[src/rtl/ysyx_22051013_hazard_ctl.sv]
`default_nettype none
// ============================================================================
// Module   : ysyx_22051013_hazard_ctl
// Brief    : ID-stage hazard control for an in-order pipeline. It tracks
//            pending register writes and in-flight instructions, generates
//            issue/stall/flush, and raises a sticky retire-underflow or
//            stall-watchdog error.
// Revision : 1.0 - initial release
// ============================================================================
module ysyx_22051013_hazard_ctl #(
    parameter int MAX_INFLIGHT = 4,
    parameter int FLUSH_CYC    = 2,
    parameter int STALL_TMO    = 255
) (
    input  logic        clk,
    input  logic        rst,
    input  logic        id_valid,
    input  logic        rs1_ena,
    input  logic [4:0]  rs1_addr,
    input  logic        rs2_ena,
    input  logic [4:0]  rs2_addr,
    input  logic        rd_ena,
    input  logic [4:0]  rd_addr,
    input  logic        redirect_i,
    input  logic        retire_i,
    input  logic        wb_ena,
    input  logic [4:0]  wb_addr,
    output logic        issue_o,
    output logic        stall_o,
    output logic        flush_o,
    output logic [31:0] busy_o,
    output logic [2:0]  inflight_o,
    output logic        err_o
);

    localparam logic [2:0] C_FLUSH_LOAD = 3'(FLUSH_CYC - 1);
    localparam logic [2:0] C_MAX_INFL   = 3'(MAX_INFLIGHT);
    localparam logic [7:0] C_STALL_TMO  = 8'(STALL_TMO);

    typedef enum logic [0:0] {
        S_RUN   = 1'b0,
        S_FLUSH = 1'b1
    } state_t;

    state_t      r_state;
    logic [2:0]  r_flush_cnt;
    logic [31:0] r_busy;
    logic [2:0]  r_inflight;
    logic [7:0]  r_stall_cnt;
    logic        r_err;

    logic        w_full;
    logic        w_hazard;
    logic        w_flush;
    logic        w_issue;
    logic        w_stall;
    logic        w_underflow;
    logic        w_retire_cnt;
    logic [31:0] w_set;
    logic [31:0] w_clr;
    logic [31:0] w_busy_next;
    logic [2:0]  w_inflight_next;
    logic [7:0]  w_stall_next;
    logic        w_tmo;

    // A retire in the same cycle frees a slot, so a full window is not a hazard then.
    assign w_full   = (r_inflight == C_MAX_INFL) & ~retire_i;
    assign w_hazard = (rs1_ena & r_busy[rs1_addr])
                    | (rs2_ena & r_busy[rs2_addr])
                    | (rd_ena  & r_busy[rd_addr])
                    | w_full;

    assign w_flush = ~rst & ((r_state == S_FLUSH) | redirect_i);
    assign w_issue = ~rst & id_valid & ~w_hazard & ~w_flush;
    assign w_stall = ~rst & id_valid &  w_hazard & ~w_flush;

    assign w_underflow  = retire_i & (r_inflight == 3'd0) & ~w_issue;
    assign w_retire_cnt = retire_i & ~w_underflow;

    assign w_set = (w_issue & rd_ena & (rd_addr != 5'd0)) ? (32'd1 << rd_addr) : 32'd0;
    assign w_clr = (retire_i & wb_ena) ? (32'd1 << wb_addr) : 32'd0;
    // Clear first, then set, so a same-index set wins; bit 0 is never tracked.
    assign w_busy_next = ((r_busy & ~w_clr) | w_set) & ~32'd1;

    always_comb begin
        w_inflight_next = r_inflight;
        case ({w_issue, w_retire_cnt})
            2'b10:   w_inflight_next = r_inflight + 3'd1;
            2'b01:   w_inflight_next = r_inflight - 3'd1;
            default: w_inflight_next = r_inflight;
        endcase
    end

    assign w_stall_next = w_stall ? ((r_stall_cnt == 8'hFF) ? r_stall_cnt : r_stall_cnt + 8'd1)
                                  : 8'd0;
    assign w_tmo        = w_stall & (w_stall_next >= C_STALL_TMO);

    always_ff @(posedge clk) begin
        if (rst) begin
            r_state     <= S_RUN;
            r_flush_cnt <= 3'd0;
            r_busy      <= 32'd0;
            r_inflight  <= 3'd0;
            r_stall_cnt <= 8'd0;
            r_err       <= 1'b0;
        end else begin
            r_busy      <= w_busy_next;
            r_inflight  <= w_inflight_next;
            r_stall_cnt <= w_stall_next;
            if (w_underflow | w_tmo) begin
                r_err <= 1'b1;
            end
            case (r_state)
                S_RUN: begin
                    if (redirect_i) begin
                        r_state     <= S_FLUSH;
                        r_flush_cnt <= C_FLUSH_LOAD;
                    end
                end
                S_FLUSH: begin
                    if (redirect_i) begin
                        r_flush_cnt <= C_FLUSH_LOAD;
                    end else if (r_flush_cnt == 3'd0) begin
                        r_state <= S_RUN;
                    end else begin
                        r_flush_cnt <= r_flush_cnt - 3'd1;
                    end
                end
                default: begin
                    r_state     <= S_RUN;
                    r_flush_cnt <= 3'd0;
                end
            endcase
        end
    end

    assign issue_o    = w_issue;
    assign stall_o    = w_stall;
    assign flush_o    = w_flush;
    assign busy_o     = r_busy;
    assign inflight_o = r_inflight;
    assign err_o      = r_err;

endmodule
`default_nettype wire

[config.mk]
export PLATFORM = sky130hd
export DESIGN_NAME = ysyx_22051013_hazard_ctl
export DESIGN_NICKNAME = d
export VERILOG_FILES = /design/src/rtl/ysyx_22051013_hazard_ctl.sv
export SDC_FILE = /design/constraint.sdc
export NUM_CORES = 1
export LEC_CHECK = 0
export ABC_AREA = 1
export BUFFER_PORTS_ARGS = -buffer_cell sky130_fd_sc_hd__buf_2
export CORE_MARGIN = 3
export CORE_UTILIZATION = 55
export DETAILED_ROUTE_END_ITERATION = 8
export PLACE_DENSITY = 0.86
export RECOVER_POWER = 100
export SLEW_MARGIN = 0
export SYNTH_ARGS = -nofsm -noshare
export SYNTH_HDL_FRONTEND = slang
export SYNTH_SLANG_ARGS = --single-unit
[constraint.sdc]
create_clock -name clk -period 5.1 [get_ports clk]
set_input_delay 0 -clock clk [delete_from_list [all_inputs] [get_ports clk]]
set_output_delay 0 -clock clk [all_outputs]
set_load 0.1 [all_outputs]
=== Yosys cells after proc, flatten, opt, wreduce, memory -nomap -nowiden ===
Cells that the tools add are included.

* Shift operators: 2
* Add/subtract/negate cells: 4
* Mux-type cells: 19
* $lt $le $gt $ge: 4
* Equal/unequal tests: 6
* Bitwise gates (word level): 32
* Reductions and logical operators: 5

{| class="wikitable"
|+ Operators by type and width
! operator !! number
|-
| $mux 32 || 2
|-
| $shl 1x5->32 const A || 2
|-
| $and 32x32->32 || 1
|-
| $not 32->32 || 1
|-
| $or 32x32->32 || 1
|-
| $lt 5x6->1 const B || 3
|-
| $and 1x1->1 || 17
|-
| $mux 8 || 2
|-
| $bmux 1 s5 || 3
|-
| $pmux 3 s2 || 2
|-
| $mux 3 || 3
|-
| $add 8x1->8 const B || 1
|-
| $eq 8x8->1 const B || 1
|-
| $ge 8x8->1 const B || 1
|-
| $not 1->1 || 7
|-
| $logic_not 3->1 || 2
|-
| $mux 1 || 6
|-
| $sub 3x1->3 const B || 2
|-
| $or 1x1->1 || 5
|-
| $reduce_bool 5->1 || 1
|-
| $add 3x1->3 const B || 1
|-
| $eq 3x3->1 const B || 1
|-
| $ne 3x3->1 const B || 1
|-
| $eq 2x1->1 const B || 1
|-
| 5 further kinds || 5
|}

* Input bits: 29
* Output and inout port bits: 39
* Word-level logic and storage cells: 79
* Register bits after elaboration: 48

=== Longest topological paths before layout ===
Gate-level depths: netlist of the first run.

* Depth after elaboration: 15
* Mapped depth: 20

=== Worst setup path after synthesis of the first run ===
OpenSTA, ideal clock, no wires.

* Path type: reg-to-reg
* Start: register r_busy[3] (netlist: busy_o[3])
* End: register r_stall_cnt[7]
* Clock period less this slack: 3.724 ns
* Path slack: 1.376 ns
* Cell stages (with the launch flop): 13
* Library setup time: 0.082 ns
* Data arrival time: 3.642 ns
* Path buffers: 0
* Cell sequence: dfxtp_1 -> inv_1 -> o21ai_0 -> nor2_1 -> nor2_1 -> nand2_1 -> nand3_1 -> nand3_1 -> nand2_1 -> nor2_4 -> nor2_1 -> inv_1 -> a31oi_1

* Cells in the longest elaborated chain, start to end: 9
* Elaborated cells on any way between the ends: 15

{| class="wikitable"
|+ RTL lines
! item !! line !! text
|-
| from (decl) || 47 || <nowiki>logic [31:0] r_busy;</nowiki>
|-
| from (signal assigned) || 107 || <nowiki>r_busy <= w_busy_next;</nowiki>
|-
| $bmux 1 s5 (on tied branches) || 68, 69 ||
|-
| $mux 1 (on tied branches) || 68, 69 ||
|-
| $and 1x1->1 (on tied branches) || 68, 69 ||
|-
| $or 1x1->1 || 69 || <nowiki>| (rs2_ena & r_busy[rs2_addr])</nowiki>
|-
| $or 1x1->1 (*) || 70 || <nowiki>| (rd_ena & r_busy[rd_addr])</nowiki>
|-
| $or 1x1->1 (*) || 71 || <nowiki>| w_full;</nowiki>
|-
| $and 1x1->1 (*) (2 in series) || 75 || <nowiki>assign w_stall = ~rst & id_valid & w_hazard & ~w_flush;</nowiki>
|-
| named net stall_o || 29 || <nowiki>output logic stall_o,</nowiki>
|-
| $mux 8 (*) || 94 || <nowiki>assign w_stall_next = w_stall ? ((r_stall_cnt == 8'hFF) ? r_stall_cnt : r_stall_cnt + 8'd1)</nowiki>
|-
| to (signal assigned) || 109 || <nowiki>r_stall_cnt <= w_stall_next;</nowiki>
|-
| to (decl) || 49 || <nowiki>logic [7:0] r_stall_cnt;</nowiki>
|}

The timed path passes the listed nets; every way through them passes the cells marked *. The select of a mux whose other input is x is not followed.
A chain may end at the register's enable or synchronous reset.

=== Worst setup path in the final report of the first run ===
* Start: register r_busy[9] (netlist: busy_o[9])
* End: register r_busy[4] (netlist: busy_o[4])

* Cells in the longest elaborated chain, start to end: 13
* Elaborated cells on any way between the ends: 19

{| class="wikitable"
|+ RTL lines
! item !! line !! text
|-
| $bmux 1 s5 (on tied branches) || 68, 69 ||
|-
| $mux 1 (on tied branches) || 68, 69 ||
|-
| $and 1x1->1 (on tied branches) || 68, 69 ||
|-
| $or 1x1->1 || 69 ||
|-
| $or 1x1->1 (*) || 70 ||
|-
| $or 1x1->1 (*) || 71 ||
|-
| $not 1->1 (*) || 74 || <nowiki>assign w_issue = ~rst & id_valid & ~w_hazard & ~w_flush;</nowiki>
|-
| $and 1x1->1 (*) (2 in series) || 74 ||
|-
| $and 1x1->1 (*) (2 in series) || 80 || <nowiki>assign w_set = (w_issue & rd_ena & (rd_addr != 5'd0)) ? (32'd1 << rd_addr) : 32'd0;</nowiki>
|-
| $mux 32 (*) || 80 ||
|-
| $or 32x32->32 (*) || 83 || <nowiki>assign w_busy_next = ((r_busy & ~w_clr) | w_set) & ~32'd1;</nowiki>
|}

Mark *: on every way between the ends. The rest lies on a longest branch, timed or not. The select of a mux whose other input is x is not followed.

==> results.yml, run 1 <==
outcome:
  status: "complete, but fails checks"
  violations: "hold timing, capacitance limit, slew limit"
grt:
  grt_max_degree: 38
  grt_pass1_vias: 3968
  grt_overflow: 0
  grt_pass1_wl_mm: 19.7
  antenna_found_initial: 0
  grt_usage_pct: 32.5
clock_network:
  clkTransAtPathRegs_ps: 100
  clock_latency_ps: 310
  cts_resized: 0
  cts_tree: "done"
  htree_levels: 2
  cts_root_buffer: "clkbuf_8"
  cts_buffer_depth: 2
  post_cts_buffers: 0
  ctsHoldBuffers: 0
  cts_buffers: 5
  clock_sinks: 47
critical_path:
  required_ps: 5350
  critPathCaptureType: "flop"
  critPathArrivalTime_ps: 3490
  critPathLaunchType: "flop"
  worstSetupPathType: "flop to flop"
  ff2ff_path_depth: 13
  cp_max_fo: 30
synth:
  synth-edff-count: 0
  synth-adder-area-share_pct: 1.94
  syn-num-nets: 661
  synth_top_family_by_area: "simple AND/OR/NAND/NOR gates"
  synth_seq_cells: 47
  synth_top_cell_by_area: "dfxtp_1"
  synth_simple_gate_area_share_pct: 48.4
  synth_cell_types: 33
  syn_avg_cell_area_sq_um: 5.77
  synth-async-reset-ratio_pct: 0
  syn_inst: 627
  synth-xor-area-share_pct: 0.969
  yosys_warnings: 0
  synth_seq_area_share_pct: 26.0
  synth_compound_area_share_pct: 8.38
  synthMuxAreaShare_pct: 0
  synth-main-ff-cell: "dfxtp_1"
  synth_top_cell_area_share_pct: 26.0
  synth_area_leaders: "dfxtp_1, nand2_1, nor2_1, nand3_1, inv_1"
  synth_area_sq_um: 3610
power_and_ir_drop:
  p_per_area_nw_per_um2: 236
  max-vdd-ir-drop_v: 0.000231
  power_uw: 923
  p_leak_nw: 1.71
timing:
  min_period_ps: 3250
  setup_viol: 0
  fin_crit_sh_pct: 63.7
  clock_skew_ps: 4.72
  hold_ws_ps: -17.4
  tns_ps: 0
  worst_slew_pin_slew_ps: 1550
  max_freq_mhz: 308
  slew_headroom_pct: -3.52
  hold_viol: 1
  slew_violations: 31
  rsz0062_at_grt: "no"
route:
  wirelength_mm: 11.9
  wl_met3_mm: 1.36
  drtPass1Iterations: 7
  wire_per_inst_microns: 16.0
  drcViolationCount: 0
  vias: 4285
  routed.top_layer: "met4"
  wl_met2_mm: 5.59
  postRouteAntennaNets: 0
  dr.first_iter.drc_count: 794
  viasPerCell: 5.72
  met1_length_mm: 4.68
floorplanning:
  die-width_microns: 87.1
  fp.dieH_microns: 87.1
  coreArea_sq_um: 6130
  die_area_sq_um: 7580
  rows: 28
  initial_core_util_pct: 59.0
  io_pins: 68
final_layout:
  final_nets: 707
  num_antenna_cells: 0
  drive_gt1_share_pct: 9.50
  area_growth_pct: 8.17
  num-fill-cells: 658
worst_hold_path:
  min_path_type: "input pin to flop"
  holdPathStages: 3
place:
  port_buffers: 66
  place_congestion: 1.11
  dp_hpwl_mm: 8.97
job:
  max_cap_viol_count: 1
==> state kept, by name, summed over array words and instances (netlist names) <==
register     flops
busy_o          31
r_stall_cnt      8
inflight_o       3
r_flush_cnt      3
err_o            1
r_state          1
==> report_power, final <==
group	leakage (nW)	internal, mW	total, mW	switching [mW]
combinational	1.26	0.0445	0.200	0.156
sequential	0.380	0.374	0.380	0.00642
clock	0.0703	0.199	0.343	0.144
==> placed cells by master, fill, tap and decap left out, types with 3 or more instances in the layout <==
cell / instances
a21oi_1: 39
a31oi_1: 8
buf_2: 28
clkbuf_1: 38
clkbuf_8: 5
clkinv_1: 4
dfxtp_1: 47
ha_1: 4
inv_1: 70
inv_4: 3
nand2_1: 150
nand2_2: 3
nand3_1: 79
nand4_1: 7
nor2_1: 128
nor2_2: 17
nor3_1: 10
nor4_1: 8
o21ai_0: 8
xor2_1: 3
==> path summary, 6_finish.rpt <==
check                                              endpoint                         from  slack [ps]
worst max-delay path                   busy_o[4]$_SDFF_PP0_         busy_o[9]$_SDFF_PP0_        1850
worst min-delay path                  busy_o[16]$_SDFF_PP0_                       rd_ena         -20
worst max register to register         busy_o[4]$_SDFF_PP0_         busy_o[9]$_SDFF_PP0_        1850
worst min register to register  r_flush_cnt[2]$_SDFFE_PP0P_  r_flush_cnt[2]$_SDFFE_PP0P_         480
==> kinds of logic (layout without fill, tap and decap cells) <==
family	count (synthesis)	count (layout)
simple gates	405	405
buf+inv	107	154
compound gates	58	58
flops	47	47
fa+ha+maj	5	5
xor+xnor	4	4
other cells	1	1
==> area by class of cell <==
type	count	area [sq um]	area share [%]
flip-flops and latches	47	941	24.1
well taps	75	93.8	2.40
clock buffers	5	68.8	1.76
multi-input cells	473	2140	54.7
repair buffers	66	283	7.23
clock inverters	3	71.3	1.82
inverters	80	313	8.00
==> cells in the mapped netlist (10+ instances only) <==
cell type	count
buf_6	10
clkbuf_1	11
nand2_1	150
dfxtp_1	47
nand3_1	79
nor2_1	127
nor2_2	17
nor3_1	10
a21oi_1	39
inv_1	70
==> routing by layer <==
| metal | track usage (%) | up-vias |
|---|---|---|
| li1 | - | 2072 |
| met1 | 43.1 | 1888 |
| met2 | 54.9 | 286 |
| met3 | 5.77 | 39 |
| met4 | 7.51 | 0 |
| met5 | 0 | - |
==> per-stage QoR <==
stage,hold WS (ps),cells,util [%],setup slack [ps],instance area (sq um)
finish,-17.4,749,63.8,1850,3910
floorplan,150,627,-,1380,3610
CTS,0.330,749,64.9,2410,3980
global placement,302,741,62.6,2290,3840
detailed placement,329,741,62.6,2270,3840
global route,40.0,749,63.8,1450,3910
==> critical path, stage by stage, from the launching register on <==
cell and delay [ps]:
dfxtp_1 350, inv_1 130, nand2_1 80, nand3_1 120, nand3_1 80, nand3_1 90, nand3_1 80, nand3_1 130
nand2_1 80, nor2_1 180, nand4_1 1210, nor2_1 500, nor2_1 70, nor2_1 90
Power figures use the tool's default switching activity.
==> run 2, diff against run 1 <==
Settings changed: ABC_AREA 1 to 0, PLACE_DENSITY 0.86 to 0.87.
Clock period 5.1 ns to 3 ns, I/O delays scaled along.
==> run 2 against run 1 <==
  * The flow finishes with violations (setup timing)
  * Combinational power up 110%
  * Setup slack worse by 2000 ps
  * Clock power up 20%
  * Total power up 60%
  * Sequential power up 69%
  * Register-to-register slack worse by 2000 ps
  * Largest power group unchanged
  * Critical endpoint is now inflight_o[2]$_SDFFE_PP0P_
  * Final cell count down 29%
  * Synthesized cell count down 42%
  * Count of clock-buffer cells in the layout unchanged
  * Global-route usage about the same
==> results.yml, run 2 <==
clock_network:
  clock_latency_ps: 320
  cts_buffer_depth: 2
  htree_levels: 2
  clkTransAtPathRegs_ps: 110
  cts_tree: "done"
  cts_root_buffer: "clkbuf_8"
  clock_sinks: 47
  cts_buffers: 5
worst_hold_path:
  min_to: "inflight_o[1]$_SDFFE_PP0P_"
  holdPathStages: 2
  min_path_type: "input pin to flop"
  holdCritStartpoint: "rst"
route:
  wl_met3_mm: 1.41
  wire_per_inst_microns: 21.0
  wl_met2_mm: 4.98
  postRouteAntennaNets: 0
  wirelength_mm: 11.1
  met1_length_mm: 4.14
  drtPass1Iterations: 7
  routed.top_layer: "met4"
  viasPerCell: 6.72
  dr.first_iter.drc_count: 521
  vias: 3557
  drcViolationCount: 0
outcome:
  violations: "setup timing"
  status: "complete, but fails checks"
synth:
  syn-num-nets: 399
  synth_top_cell_by_area: "dfxtp_1"
  synth_area_leaders: "dfxtp_1, mux4_2, mux2i_1, nand2_1, o41ai_2"
  synth-async-reset-ratio_pct: 0
  syn_inst: 365
  syn_avg_cell_area_sq_um: 8.84
  synth_area_sq_um: 3230
  synth_seq_area_share_pct: 29.2
  synth_top_cell_area_share_pct: 29.2
  yosys_warnings: 0
  synth_cell_types: 59
  synth_seq_cells: 47
  synthTopCellsByCount: "dfxtp_1, nand2_1, nor2_1, nand3_1, mux2i_1"
  synth-main-ff-cell: "dfxtp_1"
  yosysMostFrequentCell: "dfxtp_1"
  synth-edff-count: 0
timing:
  fin_crit_sh_pct: 107
  worst_slew_pin_slew_ps: 1230
  rsz0062_at_grt: "yes"
  slew_headroom_pct: 18.4
  clock_skew_ps: 17.2
  slew_violations: 0
  setup_ws_ps: -199
  max_freq_mhz: 313
  setup_viol: 2
  tns_ps: -228
  hold_ws_ps: 5.48
  hold_viol: 0
  min_period_ps: 3200
final_layout:
  largest_reg_flops: 31
  drive_gt1_share_pct: 37.6
  layout_common_cells: "buf_2, buf_4, nand2_1"
  final_common_cell: "buf_2"
  num_antenna_cells: 0
  stdcell_area_sq_um: 4090
  area_growth_pct: 26.8
  final_nets: 490
power_and_ir_drop:
  intPower_uw: 924
  p_leak_nw: 1.65
  p_switching_uw: 555
  p_sw_share_pct: 37.5
  pwr-share-seq_pct: 43.5
  p_per_area_nw_per_um2: 362
  pwr-share-clk_pct: 27.7
  max-vdd-ir-drop_v: 0.000355
  pwr-share-comb_pct: 28.8
critical_path:
  critPathLaunchType: "flop"
  cp_max_fo: 3
  r2r-end: "inflight_o[2]$_SDFFE_PP0P_"
  critPathArrivalTime_ps: 3460
  critPathCaptureType: "flop"
  required_ps: 3260
  worstSetupPathType: "flop to flop"
  ff2ff_path_depth: 15
  r2r_slack_ps: -200
  rr_startpoint: "busy_o[12]$_SDFF_PP0_"
floorplanning:
  fp.dieH_microns: 82.6
  coreArea_sq_um: 5610
  io_pins: 68
  die-width_microns: 82.6
  die_area_sq_um: 6820
  initial_core_util_pct: 57.5
  rows: 27
place:
  place_congestion: 0.969
  dp_hpwl_mm: 8.23
  port_buffers: 66
  placed_cell_area_sq_um: 3930
grt:
  grt_usage_pct: 32.5
  grt_pass1_vias: 3342
  grt_pass1_wl_mm: 16.8
  grt_max_degree: 34
  grt_overflow: 0
  antenna_found_initial: 0
job:
  max_cap_viol_count: 0
[run 2: what timing repair did]
action                                  4_1_cts  5_1_grt
hold endpoints to repair                      3        0
setup buffers                                 2        3
hold buffers                                  1        0
gates resized for setup                       5        4
pin swaps                                     2        0
endpoints found under the setup margin        2        4
[run 2: per-layer routing]
layer,GRT usage [%],vias to the layer above
met5,0,-
li1,-,1571
met1,38.7,1622
met3,10.2,64
met2,51.5,300
met4,19.0,0
[run 2: logic make-up after synthesis]
group	share of synthesized area [%]
mux	16.7
buf+inv	4.69
fa+ha+maj	2.17
compound gates	21.7
simple gates	23.5
flops	29.2
other cells	0.116
xor+xnor	1.90
[run 2: worst max path at each step]
stage	startpoint	endpoint	slack, ps	depth (start not counted)
after floorplan	busy_o[22]$_SDFF_PP0_	inflight_o[2]$_SDFFE_PP0P_	-810	16
after global placement	busy_o[14]$_SDFF_PP0_	inflight_o[2]$_SDFFE_PP0P_	-40	15
after detailed placement	busy_o[12]$_SDFF_PP0_	inflight_o[2]$_SDFFE_PP0P_	-290	15
after CTS	busy_o[12]$_SDFF_PP0_	inflight_o[2]$_SDFFE_PP0P_	-180	15
after global routing	busy_o[12]$_SDFF_PP0_	inflight_o[2]$_SDFFE_PP0P_	-250	15
final	busy_o[12]$_SDFF_PP0_	inflight_o[2]$_SDFFE_PP0P_	-200	15
[run 2: critical path, stage by stage, from the launching register on]
cell	delay, ps
dfxtp_4	370
mux4_2	470
nor2b_4	150
a211oi_2	240
a21oi_2	110
a31oi_2	220
nand3_4	120
nor2_4	160
inv_4	50
a21boi_4	140
ha_4	150
inv_2	30
fa_2	330
xor2_1	160
or3_1	320
a21oi_1	120
[run 2: metrics by stage]
step                setup WS [ps]  cells  power (mW)  utilization (%)
finish                       -199    529        1.48             73.0
global route                 -245    529        1.54             73.0
CTS                          -181    526        1.47             72.5
detailed placement           -291    515        1.06             70.0
global placement            -42.3    515        1.05             70.0
floorplan                    -811    365       0.956                -
[run 2: area by class of cell]
type | count | area [sq um]
multi-input combinational | 284 | 2200
sequential | 47 | 1010
clock buffer | 5 | 68.8
tap | 72 | 90.1
fill | 389 | 1520
clock inverter | 3 | 25.0
inverter | 10 | 40.0
timing repair buffer | 108 | 653
[run 2: power groups by stage]
stage                     combinational, mW  clock [mW]  sequential [mW]
after floorplan                       0.212           0            0.745
final                                 0.426       0.410            0.643
after detailed placement              0.406           0            0.656
after global routing                  0.449       0.443            0.645
after global placement                0.394           0            0.655
after CTS                             0.412       0.412            0.641
==> run 3, diff against run 2 <==
Settings changed: CORE_ASPECT_RATIO from default to 1.1, PLACE_DENSITY 0.87 to 0.78.
==> run 3 against run 2 <==
  * The run still ends with setup timing left
  * Critical path depth unchanged
  * Via count decreased by 3.5%
  * Total power increased by 5.8%
  * Clock skew decreased by 3.8 ps
  * Sequential share of layout area increased by 0.068 points
  * Largest cell class unchanged
==> results.yml, run 3 (synthesis results as in run 2) <==
power_and_ir_drop:
  p_per_area_nw_per_um2: 384
  power_mw: 1.57
  max-vdd-ir-drop_v: 0.000310
  p_leak_nw: 1.55
floorplanning:
  initial_core_util_pct: 58.3
  rows: 28
  die_area_sq_um: 6820
  die-width_microns: 79.0
  io_pins: 68
  fp.dieH_microns: 86.3
  coreArea_sq_um: 5540
final_layout:
  final_common_cell: "buf_4"
  multi_input_area_sq_um: 2190
  drive_gt1_share_pct: 31.7
  num-fill-cells: 464
  largest_reg_flops: 31
  layout_common_cells: "buf_4, nand2_1, clkbuf_1"
  final_nets: 491
  num_antenna_cells: 0
  seq_area_sq_um: 1010
  area_growth_pct: 26.4
timing:
  tns_ps: -175
  min_period_ps: 3170
  max_freq_mhz: 315
  slew_violations: 0
  fin_crit_sh_pct: 106
  rsz0062_at_grt: "yes"
  slew_headroom_pct: 19.8
  hold_ws_ps: 14.9
  clock_skew_ps: 13.3
  worst_slew_pin_slew_ps: 1210
  setup_viol: 1
  setup_ws_ps: -175
  hold_viol: 0
route:
  wirelength_mm: 10.4
  drtPass1Iterations: 6
  drcViolationCount: 0
  viasPerCell: 6.44
  postRouteAntennaNets: 0
  dr.first_iter.drc_count: 331
  wire_per_inst_microns: 19.5
  vias: 3433
clock_network:
  cts_buffers: 5
  clock_latency_ps: 320
  htree_levels: 2
  clkTransAtPathRegs_ps: 100
  clock_sinks: 47
  cts_tree: "done"
  cts_root_buffer: "clkbuf_8"
  cts_buffer_depth: 2
place:
  place_congestion: 1.05
  dp_hpwl_mm: 7.82
  port_buffers: 66
critical_path:
  worstSetupPathType: "flop to flop"
  critPathCaptureType: "flop"
  critPathLaunchType: "flop"
  required_ps: 3260
  cp_max_fo: 2
  critPathArrivalTime_ps: 3430
grt:
  grt_pass1_vias: 3280
  grt_max_degree: 34
  grt_pass1_wl_mm: 16.7
  grt_overflow: 0
  antenna_found_initial: 0
  grt_usage_pct: 31.6
outcome:
  violations: "setup timing"
  status: "complete, but fails checks"
worst_hold_path:
  min_path_type: "input pin to flop"
job:
  max_cap_viol_count: 0
run 3: stage by stage:
step | setup slack, ps | utilization (%) | area [sq um] | instances
after floorplan | -811 | - | 3340 | 365
after global placement | 3.39 | 71.0 | 3930 | 518
after detailed placement | -91.1 | 71.0 | 3930 | 518
after CTS | -127 | 73.6 | 4070 | 529
after global routing | -308 | 73.7 | 4080 | 533
final | -175 | 73.7 | 4080 | 533
run 3: critical path, cell delays in order (launching register included):
cell	delay [ps]
dfxtp_4	350
mux4_2	460
mux2_4	280
a21oi_2	130
o31ai_2	80
a31oi_2	240
nand3_4	120
nor2_4	130
inv_4	50
a21boi_4	150
ha_4	150
inv_2	30
fa_2	330
xor2_1	150
or3_1	320
a21oi_2	120
run 3: worst paths after layout:
| path | from | end | slack, ps | depth (start not counted) |
|---|---|---|---|---|
| hold reg to reg | busy_o[14]$_SDFF_PP0_ | busy_o[14]$_SDFF_PP0_ | 510 | 2 |
| setup / recovery | busy_o[22]$_SDFF_PP0_ | inflight_o[2]$_SDFFE_PP0P_ | -170 | 15 |
| hold / removal | rst | inflight_o[1]$_SDFFE_PP0P_ | 10 | 2 |
| setup reg to reg | busy_o[22]$_SDFF_PP0_ | inflight_o[2]$_SDFFE_PP0P_ | -170 | 15 |
run 3: cell type report:
| class | count | share of cell area, % |
|---|---|---|
| multi-input cells | 284 | 53.6 |
| flip-flops and latches | 47 | 24.8 |
| repair buffers | 109 | 15.5 |
| well taps | 75 | 2.30 |
| clock buffers | 5 | 1.69 |
| clock inverters | 3 | 1.17 |
| inverters | 10 | 0.981 |
run 3: metal layers:
metal | wire [microns] | GRT usage [%] | vias up
li1 | - | - | 1572
met3 | 1080 | 6.76 | 45
met1 | 4320 | 41.8 | 1599
met5 | 0 | 0 | -
met4 | 403 | 14.4 | 0
met2 | 4600 | 49.7 | 217
run 3: report_power, final:
part	switching, mW	internal [mW]
combinational	0.297	0.135
sequential	0.0173	0.625
clock	0.238	0.253
run 3: repair_timing:
item / in CTS / in global routing
gates resized for setup: 1 / 6
pin swaps: 0 / 3
hold buffers: 1 / 0
endpoints found under the setup margin: 2 / 3
setup buffers: 2 / 4
endpoints found under the hold margin: 3 / 0
